[src/rtl/mdu_seq.sv]
// -----------------------------------------------------------------------------
// mdu_seq : sequential multiply / divide unit with HI/LO result registers.
//
// Multiplies (shift-add) and divides (restoring shift-subtract) take one
// iteration per clock for WIDTH iterations. Signed operations run on operand
// magnitudes and fix the result signs when HI/LO are written. MTHI/MTLO write
// HI/LO directly from operand a without leaving IDLE.
//
// Ports
//   clk    in   clock, all state updated on the rising edge
//   rst_n  in   asynchronous active-low reset
//   a      in   WIDTH  multiplicand / dividend / MTHI-MTLO data
//   b      in   WIDTH  multiplier / divisor
//   op     in   3      000 MULT, 001 MULTU, 010 DIV, 011 DIVU,
//                      100 MTHI, 101 MTLO, 11x reserved (ignored)
//   start  in   request, honoured only in IDLE
//   busy   out  iterative operation in progress (CALC)
//   done   out  one-cycle pulse after HI/LO were written by an arithmetic op
//   hi     out  WIDTH  HI register
//   lo     out  WIDTH  LO register
// -----------------------------------------------------------------------------
module mdu_seq #(
    parameter int WIDTH = 32
) (
    input  logic             clk,
    input  logic             rst_n,
    input  logic [WIDTH-1:0] a,
    input  logic [WIDTH-1:0] b,
    input  logic [2:0]       op,
    input  logic             start,
    output logic             busy,
    output logic             done,
    output logic [WIDTH-1:0] hi,
    output logic [WIDTH-1:0] lo
);

    localparam int CW = $clog2(WIDTH);
    localparam logic [CW-1:0] LAST_ITER = CW'(WIDTH - 1);

    localparam logic [1:0] S_IDLE = 2'd0;
    localparam logic [1:0] S_CALC = 2'd1;
    localparam logic [1:0] S_FIN  = 2'd2;

    // Conditional two's-complement negation, single and double width.
    function automatic logic [WIDTH-1:0] f_cneg_w(input logic [WIDTH-1:0] v,
                                                  input logic neg);
        return neg ? (WIDTH'(0) - v) : v;
    endfunction

    function automatic logic [2*WIDTH-1:0] f_cneg_2w(input logic [2*WIDTH-1:0] v,
                                                     input logic neg);
        return neg ? ((2*WIDTH)'(0) - v) : v;
    endfunction

    logic [1:0]         r_state;
    logic [CW-1:0]      r_cnt;
    logic [2*WIDTH-1:0] r_acc;      // mult: {partial product, multiplier}; div: {remainder, quotient}
    logic [WIDTH-1:0]   r_mag_a;
    logic [WIDTH-1:0]   r_mag_b;
    logic               r_is_div;
    logic               r_neg_q;    // sign of product / quotient
    logic               r_neg_r;    // sign of remainder (follows the dividend)
    logic [WIDTH-1:0]   r_hi;
    logic [WIDTH-1:0]   r_lo;

    logic               w_accept;
    logic               w_sa;
    logic               w_sb;
    logic [WIDTH-1:0]   w_mag_a;
    logic [WIDTH-1:0]   w_mag_b;
    logic               w_div_zero;
    logic [WIDTH:0]     w_sum;
    logic [2*WIDTH-1:0] w_mul_next;
    logic [WIDTH:0]     w_shift;
    logic               w_ge;
    logic [WIDTH-1:0]   w_rem_sub;
    logic [2*WIDTH-1:0] w_div_next;
    logic [2*WIDTH-1:0] w_acc_next;
    logic [2*WIDTH-1:0] w_prod;
    logic [WIDTH-1:0]   w_res_hi;
    logic [WIDTH-1:0]   w_res_lo;

    // Acceptance decode: only signed ops (op[0]=0) contribute operand signs.
    assign w_accept   = start && (r_state == S_IDLE);
    assign w_sa       = ~op[0] & a[WIDTH-1];
    assign w_sb       = ~op[0] & b[WIDTH-1];
    assign w_mag_a    = f_cneg_w(a, w_sa);
    assign w_mag_b    = f_cneg_w(b, w_sb);
    assign w_div_zero = op[1] && (b == '0);

    // Multiply step: conditionally add multiplicand to the upper half, then
    // shift the whole accumulator right, keeping the adder carry.
    assign w_sum      = {1'b0, r_acc[2*WIDTH-1:WIDTH]} +
                        (r_acc[0] ? {1'b0, r_mag_a} : '0);
    assign w_mul_next = {w_sum, r_acc[WIDTH-1:1]};

    // Divide step: shift the next dividend bit into the remainder and subtract
    // the divisor when it fits. The true difference is always below 2^WIDTH,
    // so a WIDTH-bit subtraction is exact whenever w_ge is set.
    assign w_shift    = {r_acc[2*WIDTH-1:WIDTH], r_acc[WIDTH-1]};
    assign w_ge       = (w_shift >= {1'b0, r_mag_b});
    assign w_rem_sub  = w_shift[WIDTH-1:0] - r_mag_b;
    assign w_div_next = {(w_ge ? w_rem_sub : w_shift[WIDTH-1:0]),
                         r_acc[WIDTH-2:0], w_ge};

    assign w_acc_next = r_is_div ? w_div_next : w_mul_next;

    // Final results are formed from the last iteration's output so HI/LO are
    // written on the same edge that enters FIN.
    assign w_prod   = f_cneg_2w(w_acc_next, r_neg_q);
    assign w_res_hi = r_is_div ? f_cneg_w(w_acc_next[2*WIDTH-1:WIDTH], r_neg_r)
                               : w_prod[2*WIDTH-1:WIDTH];
    assign w_res_lo = r_is_div ? f_cneg_w(w_acc_next[WIDTH-1:0], r_neg_q)
                               : w_prod[WIDTH-1:0];

    always_ff @(posedge clk or negedge rst_n) begin
        if (!rst_n) begin
            r_state  <= S_IDLE;
            r_cnt    <= '0;
            r_acc    <= '0;
            r_mag_a  <= '0;
            r_mag_b  <= '0;
            r_is_div <= 1'b0;
            r_neg_q  <= 1'b0;
            r_neg_r  <= 1'b0;
            r_hi     <= '0;
            r_lo     <= '0;
        end else begin
            case (r_state)
                S_IDLE: begin
                    if (w_accept) begin
                        if (!op[2]) begin
                            r_mag_a  <= w_mag_a;
                            r_mag_b  <= w_mag_b;
                            r_is_div <= op[1];
                            r_neg_q  <= w_sa ^ w_sb;
                            r_neg_r  <= w_sa;
                            r_cnt    <= '0;
                            r_acc    <= op[1] ? {{WIDTH{1'b0}}, w_mag_a}
                                              : {{WIDTH{1'b0}}, w_mag_b};
                            if (w_div_zero) begin
                                // Divide by zero bypasses iteration entirely.
                                r_hi    <= a;
                                r_lo    <= '1;
                                r_state <= S_FIN;
                            end else begin
                                r_state <= S_CALC;
                            end
                        end else if (!op[1]) begin
                            if (op[0]) begin
                                r_lo <= a;
                            end else begin
                                r_hi <= a;
                            end
                        end
                    end
                end
                S_CALC: begin
                    r_acc <= w_acc_next;
                    r_cnt <= r_cnt + CW'(1);
                    if (r_cnt == LAST_ITER) begin
                        r_hi    <= w_res_hi;
                        r_lo    <= w_res_lo;
                        r_state <= S_FIN;
                    end
                end
                S_FIN: begin
                    r_state <= S_IDLE;
                end
                default: begin
                    r_state <= S_IDLE;
                end
            endcase
        end
    end

    assign busy = (r_state == S_CALC);
    assign done = (r_state == S_FIN);
    assign hi   = r_hi;
    assign lo   = r_lo;

endmodule

[config.mk]
export PLATFORM = sky130hd
export DESIGN_NAME = mdu_seq
export DESIGN_NICKNAME = d
export VERILOG_FILES = /design/src/rtl/mdu_seq.sv
export SDC_FILE = /design/constraint.sdc
export NUM_CORES = 1
export LEC_CHECK = 0
export CELL_PAD_IN_SITES_DETAIL_PLACEMENT = 1
export CELL_PAD_IN_SITES_GLOBAL_PLACEMENT = 1
export CORE_MARGIN = 2
export CORE_UTILIZATION = 25
export CTS_CLUSTER_DIAMETER = 200
export DETAILED_ROUTE_END_ITERATION = 7
export PLACE_DENSITY = 0.56
export SLEW_MARGIN = 10
export SYNTH_ARGS = -nofsm -noshare
export SYNTH_HDL_FRONTEND = slang
export SYNTH_SLANG_ARGS = --single-unit
[constraint.sdc]
create_clock -name clk -period 5.5 [get_ports clk]
set_clock_uncertainty 0.05 [all_clocks]
set_input_delay 1.375 -clock clk [delete_from_list [all_inputs] [get_ports clk]]
set_output_delay 1.375 -clock clk [all_outputs]
set_load 0.01 [all_outputs]
# ---- Word level (Yosys, flattened, before mapping)
# Index checks and enable logic that the tools add are counted.
# W data, S select, Z words.
dict set report totals {
  regBits 202
  input_bits 70
  output_inout_bits 66
  elab_cells 80
}
dict set report op_classes {
  addsub 8
  magnitude_cmp 1
  eq_ne 10
  muxes 36
  bitwise_logic 5
  reduce_logical 10
}
# op count
set op_table {}
lappend op_table {{$mux W32} 21}
lappend op_table {{$mux W64} 4}
lappend op_table {{$pmux W32 S2} 2}
lappend op_table {{$pmux W64 S2} 1}
lappend op_table {{$sub A1 B32 Y32 const A} 4}
lappend op_table {{$sub A1 B64 Y64 const A} 1}
lappend op_table {{$add A32 B32 Y33} 1}
lappend op_table {{$ge A33 B32 Y1} 1}
lappend op_table {{$logic_not A32 Y1} 1}
lappend op_table {{$sub A32 B32 Y32} 1}
lappend op_table {{$ne A3 B3 Y1 const B} 4}
lappend op_table {{$reduce_and A6 Y1} 2}
lappend op_table {{$mux W5} 2}
lappend op_table {{$pmux W5 S2} 1}
lappend op_table {{$reduce_and A3 Y1} 3}
lappend op_table {{$mux W2} 4}
lappend op_table {{$add A5 B1 Y5 const B} 1}
lappend op_table {{$eq A5 B5 Y1 const B} 1}
lappend op_table {{$ne A2 B2 Y1 const B} 2}
lappend op_table {{$pmux W2 S2} 1}
lappend op_table {{$and A1 B1 Y1} 2}
lappend op_table {{$eq A2 B1 Y1 const B} 1}
lappend op_table {{$eq A2 B2 Y1 const B} 1}
lappend op_table {{$logic_and A1 B1 Y1} 2}
lappend op_table {{5 further kinds} 6}

# ---- Depth between registers and ports, before layout
# Gate-level depths: netlist of run 1.
dict set report logic_depth {
  word_depth 8
  mapped_depth 23
  depth_no_buf 20
}

# ---- Least setup slack after synthesis of run 1
# No wires, ideal clock.
dict set report synth_path {
  kind {reg2reg}
  start {reg r_is_div}
  end {reg r_hi[30], in the netlist hi[30]}
  setup_time_ps 139
  t_arrival_ps 4817
  required_time_ps 5311
  setup_slack_ps 494
  path_stages_with_launch 23
  n_path_buf 9
  period_less_slack_ps 5006
  path_cell_list {dfrtp_1 buf_2 buf_2 buf_2 buf_2 buf_2 buf_2 buf_2 buf_1 buf_2 mux2i_1 ha_1 o211ai_1 or3_1 nor3_1 nand4_1 nor2_1 o21a_1 o21ai_0 nor4_1 nor4b_2 mux2i_1 o22ai_1}
}
dict set report synth_between {
  elab_chain_cells 6
  elab_cells_between_ends 8
  classes_between {add/sub (2); mux (6)}
}
# element line
set synth_rtl {}
lappend synth_rtl {{start: declaration} 60} ;# logic r_is_div;
lappend synth_rtl {{start signal: assignment} 135} ;# r_is_div <= op[1];
lappend synth_rtl {{$mux W64} 106} ;# assign w_acc_next = r_is_div ? w_div_next : w_mul_next;
lappend synth_rtl {{$sub A1 B64 Y64 or $sub A1 B32 Y32 (tied branches)} {52, 47}}
lappend synth_rtl {{$mux W64 or $mux W32 (tied branches)} {52, 47}}
lappend synth_rtl {{$mux W32 *} 111} ;# assign w_res_hi = r_is_div ? f_cneg_w(w_acc_next[2*WIDTH-1:WIDTH], r_neg_r)
lappend synth_rtl {{$mux W32 *} 161} ;# if (r_cnt == LAST_ITER) begin
lappend synth_rtl {{$pmux W32 S2 *} 129} ;# case (r_state)
lappend synth_rtl {{end signal: assignment} 162} ;# r_hi <= w_res_hi;
lappend synth_rtl {{end: declaration} 63} ;# logic [WIDTH-1:0] r_hi;
# Every way passes the cells marked *; elsewhere a longest branch is shown, timed or not. The select of a mux whose other input is x is not followed.
# A chain may end at the register's enable or synchronous reset.

# ---- Worst setup path after layout of run 1
dict set report layout_path {
  start {reg r_acc[37]}
  end {reg r_hi[24], in the netlist hi[24]}
}
dict set report layout_between {
  elab_chain_cells 8
  elab_cells_between_ends 12
  classes_between {add/sub (4); order compare (1); mux (7)}
}
# element line
set layout_rtl {}
lappend layout_rtl {{start: declaration} 57} ;# logic [2*WIDTH-1:0] r_acc;
lappend layout_rtl {{start signal: assignment} 139} ;# r_acc <= op[1] ? {{WIDTH{1'b0}}, w_mag_a}
lappend layout_rtl {{start signal: assignment} 159} ;# r_acc <= w_acc_next;
lappend layout_rtl {{$sub A32 B32 Y32 or $ge A33 B32 Y1 (tied branches)} {102, 101}}
lappend layout_rtl {{$mux W32} 103} ;# assign w_div_next = {(w_ge ? w_rem_sub : w_shift[WIDTH-1:0]),
lappend layout_rtl {{$mux W64 *} 106}
lappend layout_rtl {{$sub A1 B64 Y64 or $sub A1 B32 Y32 (tied branches)} {52, 47}}
lappend layout_rtl {{$mux W64 or $mux W32 (tied branches)} {52, 47}}
lappend layout_rtl {{$mux W32 *} 111}
lappend layout_rtl {{$mux W32 *} 161}
lappend layout_rtl {{$pmux W32 S2 *} 129}
# Marked as above.

==> results.txt, run 1 <==
status: complete, no violations
DP HPWL: 65.4 mm
CP required: 5.91 ns
CP Max Fanout: 7
CTS Buffer Depth: 3
cell area after synthesis: 16900 um2
DP Cell Count: 3207
Synth Area per Inst: 7.75 um2
Nets: 2510
Yosys top cell area share: 29.9%
Pint: 8.16 mW
final hold vios: 0
port bufs: 135
Worst R2R Path Depth: 22
top-count cell post-synth: nand2_1
Clk network pwr share: 12.0%
Pleak: 8.75 nW
gr ovfl total: 0
Worst Max-Slew Pin Slew: 1.12 ns
PD cells: 813 nW/um2
Synth area leader: dfrtp_1
clock slew at reported path FFs: 0.06 ns
Slew headroom: 25.6%
post-synthesis net count: 2325
ys async rst share: 100%
Core Region: 67000 um2
Logic pwr share: 71.2%
vias per cell: 5.50
setup ws final: 0.303 ns
clk root buf: clkbuf_16
RSZ-0062 raised after global routing: false
CTS tree: yes
WL final: 83.3 mm
CP Class: reg -> reg
Die Ht: 264 um
Residual DRC: 0
Slowest cell on crit path: nor3_1
Final Setup Violations: 0
largest net degree at the start of global routing: 106
Initial Util: 25.2%
# rows: 95
top cells by count, synth: nand2_1 (295), o21ai_0 (279), dfrtp_1 (202)
CTS Hold Buffers Added: 0
antenna violations before repair: 9
Critical Path Start Type: flop
register area share after synthesis: 29.9%
first-pass GRT wire length: 124 mm
pre-CTS WS: 0.0316 ns
NetSw: 9.01 mW
sw frac: 52.5%
Avg WL per Cell: 25.5 um
sequential power share: 16.9%
DRT iter0 DRCs: 1286
GRT Util Overall: 23.5%
clock sinks: 202
Tcrit/Tclk final: 94.5%
maximum VDD drop: 0.366 mV
Clk Latency, worst-skew pair: 0.60 ns
critical path's top delay family: simple AND/OR/NAND/NOR gates
top_reg_cell synth: dfrtp_1
Die X: 264 um
Ports: 136
WP buf/inv: 4
Achievable Freq: 192 MHz
worst-path cell chain: ha_1 > nand4_1 > nor3_1 > a32oi_1 > buf_4 > o211ai_4 > nor3_4 > o21bai_1 > ha_1 > o211ai_1 > or3_1 > nor3_1 > buf_4 > nand4_1 > nor2_1 > buf_4 > buf_4 > or3_1 > and3_1 > a31oi_1 > xor2_1 > a21oi_1
CP max stage delay: 0.53 ns
Pre-Repair DR Iteration Count: 5
power after layout: 17.2 mW
Max Cap Viol: 0
Critical Path End Type: flop
die footprint: 69700 um2
Final Instance Count excl. Fillers: 3267
H-tree Lvls: 1
most frequent cell on the critical path: buf_4
area grow syn2layout: 24.9%
cts bufs inserted: 30
worst min path class: reg -> reg
number of synthesized flops with an enable pin: 0
Worst Hold Path Cells: 2
final slew viol count: 0
total number of vias: 18.0k
setup TNS: 0 ns
vias in the first global route: 18.7k
antenna-violating nets left: 0
post-synthesis cell count: 2183
Unique masters post-synth: 90
top post-synthesis cells by area: dfrtp_1 (30%), o21ai_0 (8.3%), nand2_1 (6.5%)
Final min period: 5.20 ns
Seq cells post-synth: 202
layout cell share with drive strength beyond 1: 10.6%
Yosys warnings: 0
number of cells on the critical path: 22
RD Place Congestion: 0.892
crit path DAT: 5.60 ns
[final timing paths]
path	to	from	slack (ns)
max in group asynchronous	hi[7]$_DFFE_PN0P_	rst_n	3.45
min in group asynchronous	r_mag_b[21]$_DFFE_PN0P_	rst_n	0.80
max reg2reg	hi[24]$_DFFE_PN0P_	r_acc[37]$_DFFE_PN0P_	0.30
min reg2reg	r_mag_a[29]$_DFFE_PN0P_	r_mag_a[29]$_DFFE_PN0P_	0.42
max	hi[24]$_DFFE_PN0P_	r_acc[37]$_DFFE_PN0P_	0.30
min	r_mag_a[29]$_DFFE_PN0P_	r_mag_a[29]$_DFFE_PN0P_	0.42
[sequential cells by signal, indices dropped and copies added, names as in the netlist]
register,flops
r_is_div,1
r_state,2
r_mag_a,32
r_cnt,5
r_neg_q,1
lo,32
r_neg_r,1
r_acc,64
r_mag_b,32
hi,32
[power groups by stage]
stage	combinational [mW]	sequential, mW	clock [mW]
after global routing	13.3	2.98	2.16
final	12.2	2.89	2.06
after CTS	12.1	2.89	2.10
after global placement	11.9	2.89	0
after floorplan	7.12	2.73	0
after detailed placement	12.0	2.91	0
[worst min-delay path, stage by stage (launching register included)]
cell and delay, ns:
dfrtp_1 0.33, nand2_1 0.04, o21ai_0 0.06
[placed cells by master, fill, tap and decap left out, types with 16 or more instances in the layout]
cell type / synthesis / routed
a21o_1: 28 / 28
a21oi_1: 139 / 137
a221oi_1: 27 / 27
a22o_1: 16 / 16
a31oi_1: 32 / 32
and2_1: 46 / 46
buf_4: 1 / 143
clkbuf_16: 0 / 30
clkdlybuf4s50_1: 0 / 133
dfrtp_1: 202 / 200
ha_1: 70 / 66
inv_1: 73 / 72
mux2i_1: 46 / 46
nand2_1: 295 / 294
nand2b_1: 24 / 23
nand3_1: 47 / 47
nand4_1: 19 / 19
nor2_1: 150 / 149
nor3_1: 65 / 63
nor4_1: 19 / 18
o211ai_1: 28 / 28
o21ai_0: 279 / 278
o31ai_1: 19 / 19
or3_1: 44 / 43
xnor2_1: 73 / 73
xor2_1: 80 / 80
[per-layer routing]
layer  GRT usage (%)  wire (um)  vias up
met4            9.14       3540        2
met1            31.6      37300     9018
met2            38.5      38600      501
met3            2.74       3870      138
li1                -          -     8313
met5               0         17        -
[stage by stage]
stage | area, um2 | hold WS [ns] | util [%]
6_report | 21100 | 0.422 | 31.5
5_1_grt | 21100 | 0.456 | 31.5
4_1_cts | 21100 | 0.426 | 31.4
3_5_place_dp | 20000 | 0.413 | 29.8
3_3_place_gp | 20000 | 0.409 | 29.8
2_1_floorplan | 16900 | 0.388 | -
[cells by family after synthesis]
group           Yosys count  share of synthesized area (%)
simple gates            795                           22.8
compound gates          706                           26.1
buf+inv                 202                           4.74
flops                   202                           29.9
xor+xnor                153                           7.92
fa+ha+maj                72                           5.42
mux                      53                           3.19
[what timing repair did]
action                                  in CTS  in global routing
buffers inserted                             0                  2
gates resized for setup                      1                 11
pin swaps                                    0                  3
endpoints found under the setup margin       1                 10
gates cloned                                 0                  0
[area by class of cell]
class / instances / area (um2)
Antenna cell: 2 / 5.00
Clock buffer: 41 / 872
Clock inverter: 15 / 166
Fill cell: 8077 / 45900
Inverter: 73 / 274
Multi-Input combinational cell: 1779 / 11200
Sequential cell: 202 / 5060
Tap cell: 873 / 1090
Timing Repair Buffer: 282 / 2500
Note: power is estimated with default switching activity, not from simulation.
==> run 2, diff against run 1 <==
==> constraint.sdc (replaced) <==
create_clock -name clk -period 5.4 [get_ports clk]
set_clock_uncertainty 0.05 [all_clocks]
set_input_delay 0.81 -clock clk [delete_from_list [all_inputs] [get_ports clk]]
set_output_delay 0.81 -clock clk [all_outputs]
set_load 0.01 [all_outputs]
==> run 2 against run 1 <==
Net effect: sequential power hardly changed; clock-buffer cell count increased by 1; die area did not move; critical path depth shrank 4; largest cell class unchanged; largest power group unchanged; fmax barely moved; cell count is 0.34% lower; total power increased by 1.5%; sequential cell count unchanged; clock power is 6% lower.
==> results.txt, run 2 (synthesized netlist as in run 1, its figures left out) <==
status: complete, no violations
final slew viol count: 0 (unchanged)
Worst R2R Path Depth: 18 (-18%)
Achievable Freq: 193 MHz (about the same)
layout cell share with drive strength beyond 1: 9.70% (-0.88 points)
die footprint: 69700 um2 (unchanged)
CP Max Fanout: 15 (+8)
clock slew at reported path FFs: 0.06 ns (about the same)
Die Ht: 264 um (unchanged)
CTS Buffer Depth: 3 (unchanged)
R2R Path End: hi[20]$_DFFE_PN0P_
Die X: 264 um (unchanged)
gr ovfl total: 0 (unchanged)
area grow syn2layout: 23.5%
clock sinks: 202 (unchanged)
antenna violations before repair: 0 (-9)
Pleak: 8.66 nW (-1.0%)
PD cells: 834 nW/um2 (+2.6%)
Clk Latency, worst-skew pair: 0.58 ns (-0.02 ns)
Tcrit/Tclk final: 96.2% (+1.7 points)
fill count: 8154 (+0.95%)
largest net degree at the start of global routing: 95 (-10%)
Pre-Repair DR Iteration Count: 6 (+1)
Final min period: 5.19 ns (-0.00324 ns)
first-pass GRT wire length: 125 mm (+1.4%)
DP HPWL: 66.8 mm (+2.2%)
CTS Hold Buffers Added: 0 (unchanged)
Slew headroom: 21.0% (-4.6 points)
pre-CTS WS: -0.0176 ns (-0.0492 ns)
Reg2Reg Setup Slack: 0.21 ns (-0.10 ns)
CTS tree: yes
Post-DP Area: 19900 um2 (-0.32%)
worst min path class: in -> async
CP required: 5.80 ns (-0.11 ns)
Core Region: 67000 um2 (unchanged)
H-tree Lvls: 1 (unchanged)
crit path DAT: 5.60 ns (about the same)
commonest non-fill, non-tap cells in the layout: nand2_1 (295), o21ai_0 (278), dfrtp_1 (201)
clk root buf: clkbuf_16
Worst Max-Slew Pin Slew: 1.18 ns (+0.0684 ns)
# rows: 95 (unchanged)
RD Place Congestion: 0.916 (+2.7%)
Nets: 2505 (-0.20%)
Critical Path End Type: flop
vias in the first global route: 18.4k (-1.6%)
RR Startpoint: r_acc[56]$_DFFE_PN0P_
Max Cap Viol: 0 (unchanged)
RSZ-0062 raised after global routing: false
commonest non-fill, non-tap cell in the layout: nand2_1
WL final: 85.1 mm (+2.1%)
max FFs per register: 64 (unchanged)
final instance area: 20900 um2 (-1.1%)
vias per cell: 5.54 (+0.67%)
Most flops, register: r_acc
maximum VDD drop: 0.451 mV (+23%)
Critical Path Start Type: flop
CP Class: reg -> reg
total number of vias: 18.0k (+0.33%)
setup ws final: 0.206 ns (-0.0968 ns)
Final Setup Violations: 0 (unchanged)
GRT Util Overall: 23.9% (+0.33 points)
port bufs: 135 (unchanged)
Residual DRC: 0 (unchanged)
Ports: 136 (unchanged)
final hold vios: 0 (unchanged)
Initial Util: 25.2% (unchanged)
cts bufs inserted: 29 (-3.3%)
setup repair bufs after CTS: 0 (unchanged)
DRT iter0 DRCs: 1447 (+13%)
antenna-violating nets left: 0 (unchanged)
Avg WL per Cell: 26.1 um (+2.4%)
==> run 2: changes by cell type in the layout (fill, tap and decap cells not counted), sizes merged <==
cell / before / now
clkinvlp: 2 / 0
clkbuf: 41 / 42
diode: 2 / 1
clkinv: 10 / 6
buf: 149 / 145
bufinv: 3 / 2
==> run 2: report_power, final <==
part	internal [mW]	switching (mW)	leakage (nW)	total, mW
Sequential	2.26	0.626	2.44	2.88
Clock	1.15	0.775	0.461	1.93
Combinational	4.81	7.80	5.76	12.6
==> run 2: cell type report <==
| cell class | count | area [um2] | area share [%] |
|---|---|---|---|
| tap | 873 | 1090 | 5.23 |
| multi-input combinational | 1779 | 11100 | 53.2 |
| antenna | 1 | 2.50 | 0.0120 |
| inverter | 73 | 274 | 1.31 |
| clock buffer | 42 | 835 | 4.00 |
| clock inverter | 8 | 90.1 | 0.431 |
| timing repair buffer | 278 | 2420 | 11.6 |
| sequential | 202 | 5060 | 24.2 |
==> run 2: per-layer routing <==
metal	vias to the layer above	wire, um	track usage, %
li1	8272	-	-
met1	9131	38100	32.3
met2	492	39600	38.9
met3	136	3880	2.82
met4	0	3470	8.92
met5	-	0	0
==> run 2: worst max-delay path, stage by stage (launching register included) <==
cell	delay, ns
dfrtp_1	0.43
ha_1	0.46
nand3_1	0.18
nor3_1	0.57
nand3_1	0.25
a21o_1	0.29
nand2_1	0.29
buf_4	0.32
o221ai_1	0.15
buf_4	0.19
buf_4	0.16
nand3b_1	0.20
nor4b_1	0.46
buf_4	0.20
and4_1	0.18
o21ai_0	0.11
mux2i_1	0.32
buf_4	0.17
nand3_1	0.06
==> run 2: stage by stage <==
step	utilization (%)	hold WS [ns]	setup TNS, ns	total power [mW]	cells
finish	31.2	0.185	0	17.4	3256
detailed placement	29.7	0.416	-0.0176	15.3	3205
CTS	31.1	0.238	0	17.4	3255
global route	31.1	0.269	0	18.5	3255
floorplan	-	0.388	0	10.0	2183
global placement	29.7	0.406	-0.0212	15.1	3205
==> run 2: worst max-delay path by stage <==
stage | startpoint | endpoint | slack [ns] | depth (start not counted)
floorplan | r_is_div$_DFFE_PN0P_ | hi[30]$_DFFE_PN0P_ | 0.39 | 22
global placement | r_acc[51]$_DFFE_PN0P_ | hi[20]$_DFFE_PN0P_ | -0.02 | 21
detailed placement | r_acc[51]$_DFFE_PN0P_ | hi[20]$_DFFE_PN0P_ | -0.02 | 21
CTS | r_acc[51]$_DFFE_PN0P_ | hi[20]$_DFFE_PN0P_ | 0.21 | 21
global route | r_acc[0]$_DFFE_PN0P_ | hi[30]$_DFFE_PN0P_ | 0.03 | 16
finish | r_acc[56]$_DFFE_PN0P_ | hi[20]$_DFFE_PN0P_ | 0.21 | 18
==> run 2: repair_timing <==
| item | 4_1_cts | 5_1_grt |
|---|---|---|
| gates cloned | 0 | 0 |
| resized for setup | 1 | 3 |
| endpoints found under the setup margin | 2 | 9 |
==> run 3, diff against run 2 <==
- REMOVE_ABC_BUFFERS: not set -> 1
==> run 3 against run 2 <==
Net effect: routed wire length down 6.1%; first-iteration DRC count is 18% lower; hold slack improved by 0.014 ns.
==> results.txt, run 3 (synthesized netlist as in run 1, its figures left out) <==
DRT iter0 DRCs: 1181 (-18%)
gr ovfl total: 0 (unchanged)
Avg WL per Cell: 24.8 um (-5.0%)
clk root buf: clkbuf_16
clock slew at reported path FFs: 0.06 ns (about the same)
sequential power share: 17.6% (+1.0 points)
CTS Hold Buffers Added: 0 (unchanged)
PD cells: 822 nW/um2 (-1.4%)
Clk network pwr share: 11.3% (+0.2 points)
final hold vios: 0 (unchanged)
CTS Buffer Depth: 3 (unchanged)
CP Class: reg -> reg
critical path's top delay family: simple AND/OR/NAND/NOR gates
WL final: 79.9 mm (-6.1%)
Slew headroom: 26.9% (+5.9 points)
vias per cell: 5.49 (-0.93%)
port bufs: 135 (unchanged)
commonest non-fill, non-tap cells in the layout: nand2_1 (295), o21ai_0 (278), dfrtp_1 (201)
Finished Core Util: 30.8% (-0.32 points)
first-pass GRT wire length: 119 mm (-5.0%)
crit path DAT: 5.44 ns (-0.16 ns)
Seq. cell area: 5060 um2 (unchanged)
Clk Latency, worst-skew pair: 0.57 ns (about the same)
clock sinks: 202 (unchanged)
DP HPWL: 61.8 mm (-7.5%)
RD Place Congestion: 0.935 (+2.1%)
Critical Path End Type: flop
Initial Util: 25.2% (unchanged)
final instance area: 20700 um2 (-1.0%)
Logic pwr share: 71.1% (-1.3 points)
CP required: 5.79 ns (about the same)
Most flops, register: r_acc
Pint: 8.02 mW (-2.5%)
Max Cap Viol: 0 (unchanged)
cts bufs inserted: 26 (-10%)
area grow syn2layout: 22.2%
Ports: 136 (unchanged)
Final min period: 5.05 ns (-0.140 ns)
setup ws final: 0.346 ns (+0.140 ns)
Die X: 264 um (unchanged)
Post-DP Area: 19700 um2 (-1.1%)
pre-CTS WS: 0.0986 ns (+0.116 ns)
Achievable Freq: 198 MHz (+2.8%)
DP Cell Count: 3171 (-1.1%)
Tcrit/Tclk final: 93.6% (-2.6 points)
commonest non-fill, non-tap cell in the layout: nand2_1
vias in the first global route: 18.2k (-0.99%)
Critical Path Start Type: flop
multi-input logic area: 11100 um2 (+0.32%)
CP Max Fanout: 18 (+3)
fill count: 8094 (-0.74%)
GRT Util Overall: 22.3% (-1.5 points)
Slowest cell on crit path: nor2_2
layout cell share with drive strength beyond 1: 8.53% (-1.2 points)
Pre-Repair DR Iteration Count: 5 (-1)
antenna violations before repair: 2 (+2)
Nets: 2468 (-1.5%)
Final Setup Violations: 0 (unchanged)
RSZ-0062 raised after global routing: false
# rows: 95 (unchanged)
largest net degree at the start of global routing: 93 (-2.1%)
NetSw: 8.98 mW (-2.3%)
Die Ht: 264 um (unchanged)
WP buf/inv: 3 (-2)
status: complete, no violations
worst min path class: in -> async
final slew viol count: 0 (unchanged)
antenna-violating nets left: 0 (unchanged)
die footprint: 69700 um2 (unchanged)
setup TNS: 0 ns (unchanged)
CTS tree: yes
H-tree Lvls: 1 (unchanged)
sw frac: 52.8% (about the same)
Residual DRC: 0 (unchanged)
setup repair bufs after CTS: 0 (unchanged)
Final Instance Count excl. Fillers: 3218 (-1.2%)
max FFs per register: 64 (unchanged)
total number of vias: 17.7k (-2.1%)
Core Region: 67000 um2 (unchanged)
Pleak: 8.50 nW (-1.9%)
CTS resizes: 0 (-1)
most frequent cell on the critical path: buf_4
CP max stage delay: 0.77 ns (+0.20 ns)
maximum VDD drop: 0.290 mV (-36%)
worst-path cell chain: ha_1 > nand2_1 > nor3_1 > o31ai_2 > o211ai_4 > buf_4 > nor2_2 > a311oi_1 > nor3_1 > nor4b_2 > buf_4 > and4_1 > o21ai_0 > mux2i_2 > buf_4 > nand3_1
Worst Max-Slew Pin Slew: 1.09 ns (-0.0928 ns)
==> run 3: cell types whose count changed in the layout (fill, tap and decap cells not counted), moves of 2 or more <==
cell       before  now
a21oi_1       139  136
clkinv_2        6    3
bufinv_16       2    4
buf_4         143  107
clkbuf_16      29   27
buf_12          0    2
a21oi_2         2    5
==> run 3: worst paths after layout <==
path / start / to / slack [ns] / cells after the start
max reg2reg: r_acc[52]$_DFFE_PN0P_ / hi[20]$_DFFE_PN0P_ / 0.35 / 16
max in group asynchronous: rst_n / r_acc[31]$_DFFE_PN0P_ / 3.87 / 2
min reg2reg: r_mag_a[5]$_DFFE_PN0P_ / r_mag_a[5]$_DFFE_PN0P_ / 0.43 / 2
min in group clk: r_mag_a[5]$_DFFE_PN0P_ / r_mag_a[5]$_DFFE_PN0P_ / 0.43 / 2
max: r_acc[52]$_DFFE_PN0P_ / hi[20]$_DFFE_PN0P_ / 0.35 / 16
min: rst_n / lo[7]$_DFFE_PN0P_ / 0.20 / 1
==> run 3: power groups by stage <==
stage          Combinational (mW)  Sequential [mW]  Clock, mW
4_1_cts                      11.9             2.98       1.97
2_1_floorplan                6.95             2.92          0
3_3_place_gp                 11.8             2.97          0
6_report                     12.1             2.98       1.93
3_5_place_dp                 11.9             3.00          0
5_1_grt                      13.1             3.07       2.03
==> run 3: stage by stage <==
stage / hold slack [ns] / power (mW)
5_1_grt: 0.267 / 18.2
3_5_place_dp: 0.418 / 14.9
6_report: 0.199 / 17.0
2_1_floorplan: 0.388 / 9.86
3_3_place_gp: 0.412 / 14.7
4_1_cts: 0.265 / 16.9
==> run 3: final cells by class <==
| cell class | count | share of cell area, % |
|---|---|---|
| well taps | 873 | 5.28 |
| clock inverters | 6 | 0.630 |
| multi-input cells | 1779 | 53.9 |
| diodes | 1 | 0.0121 |
| repair buffers | 244 | 10.6 |
| flip-flops and latches | 202 | 24.5 |
| inverters | 73 | 1.33 |
| clock buffers | 40 | 3.75 |
==> run 3: per-layer routing <==
layer	GRT usage, %	part of all wire [%]	up-vias
met2	36.9	47	427
met5	0	0	-
met1	31.6	47	8959
met3	1.70	4.1	80
li1	-	-	8189
met4	5.44	2.1	0
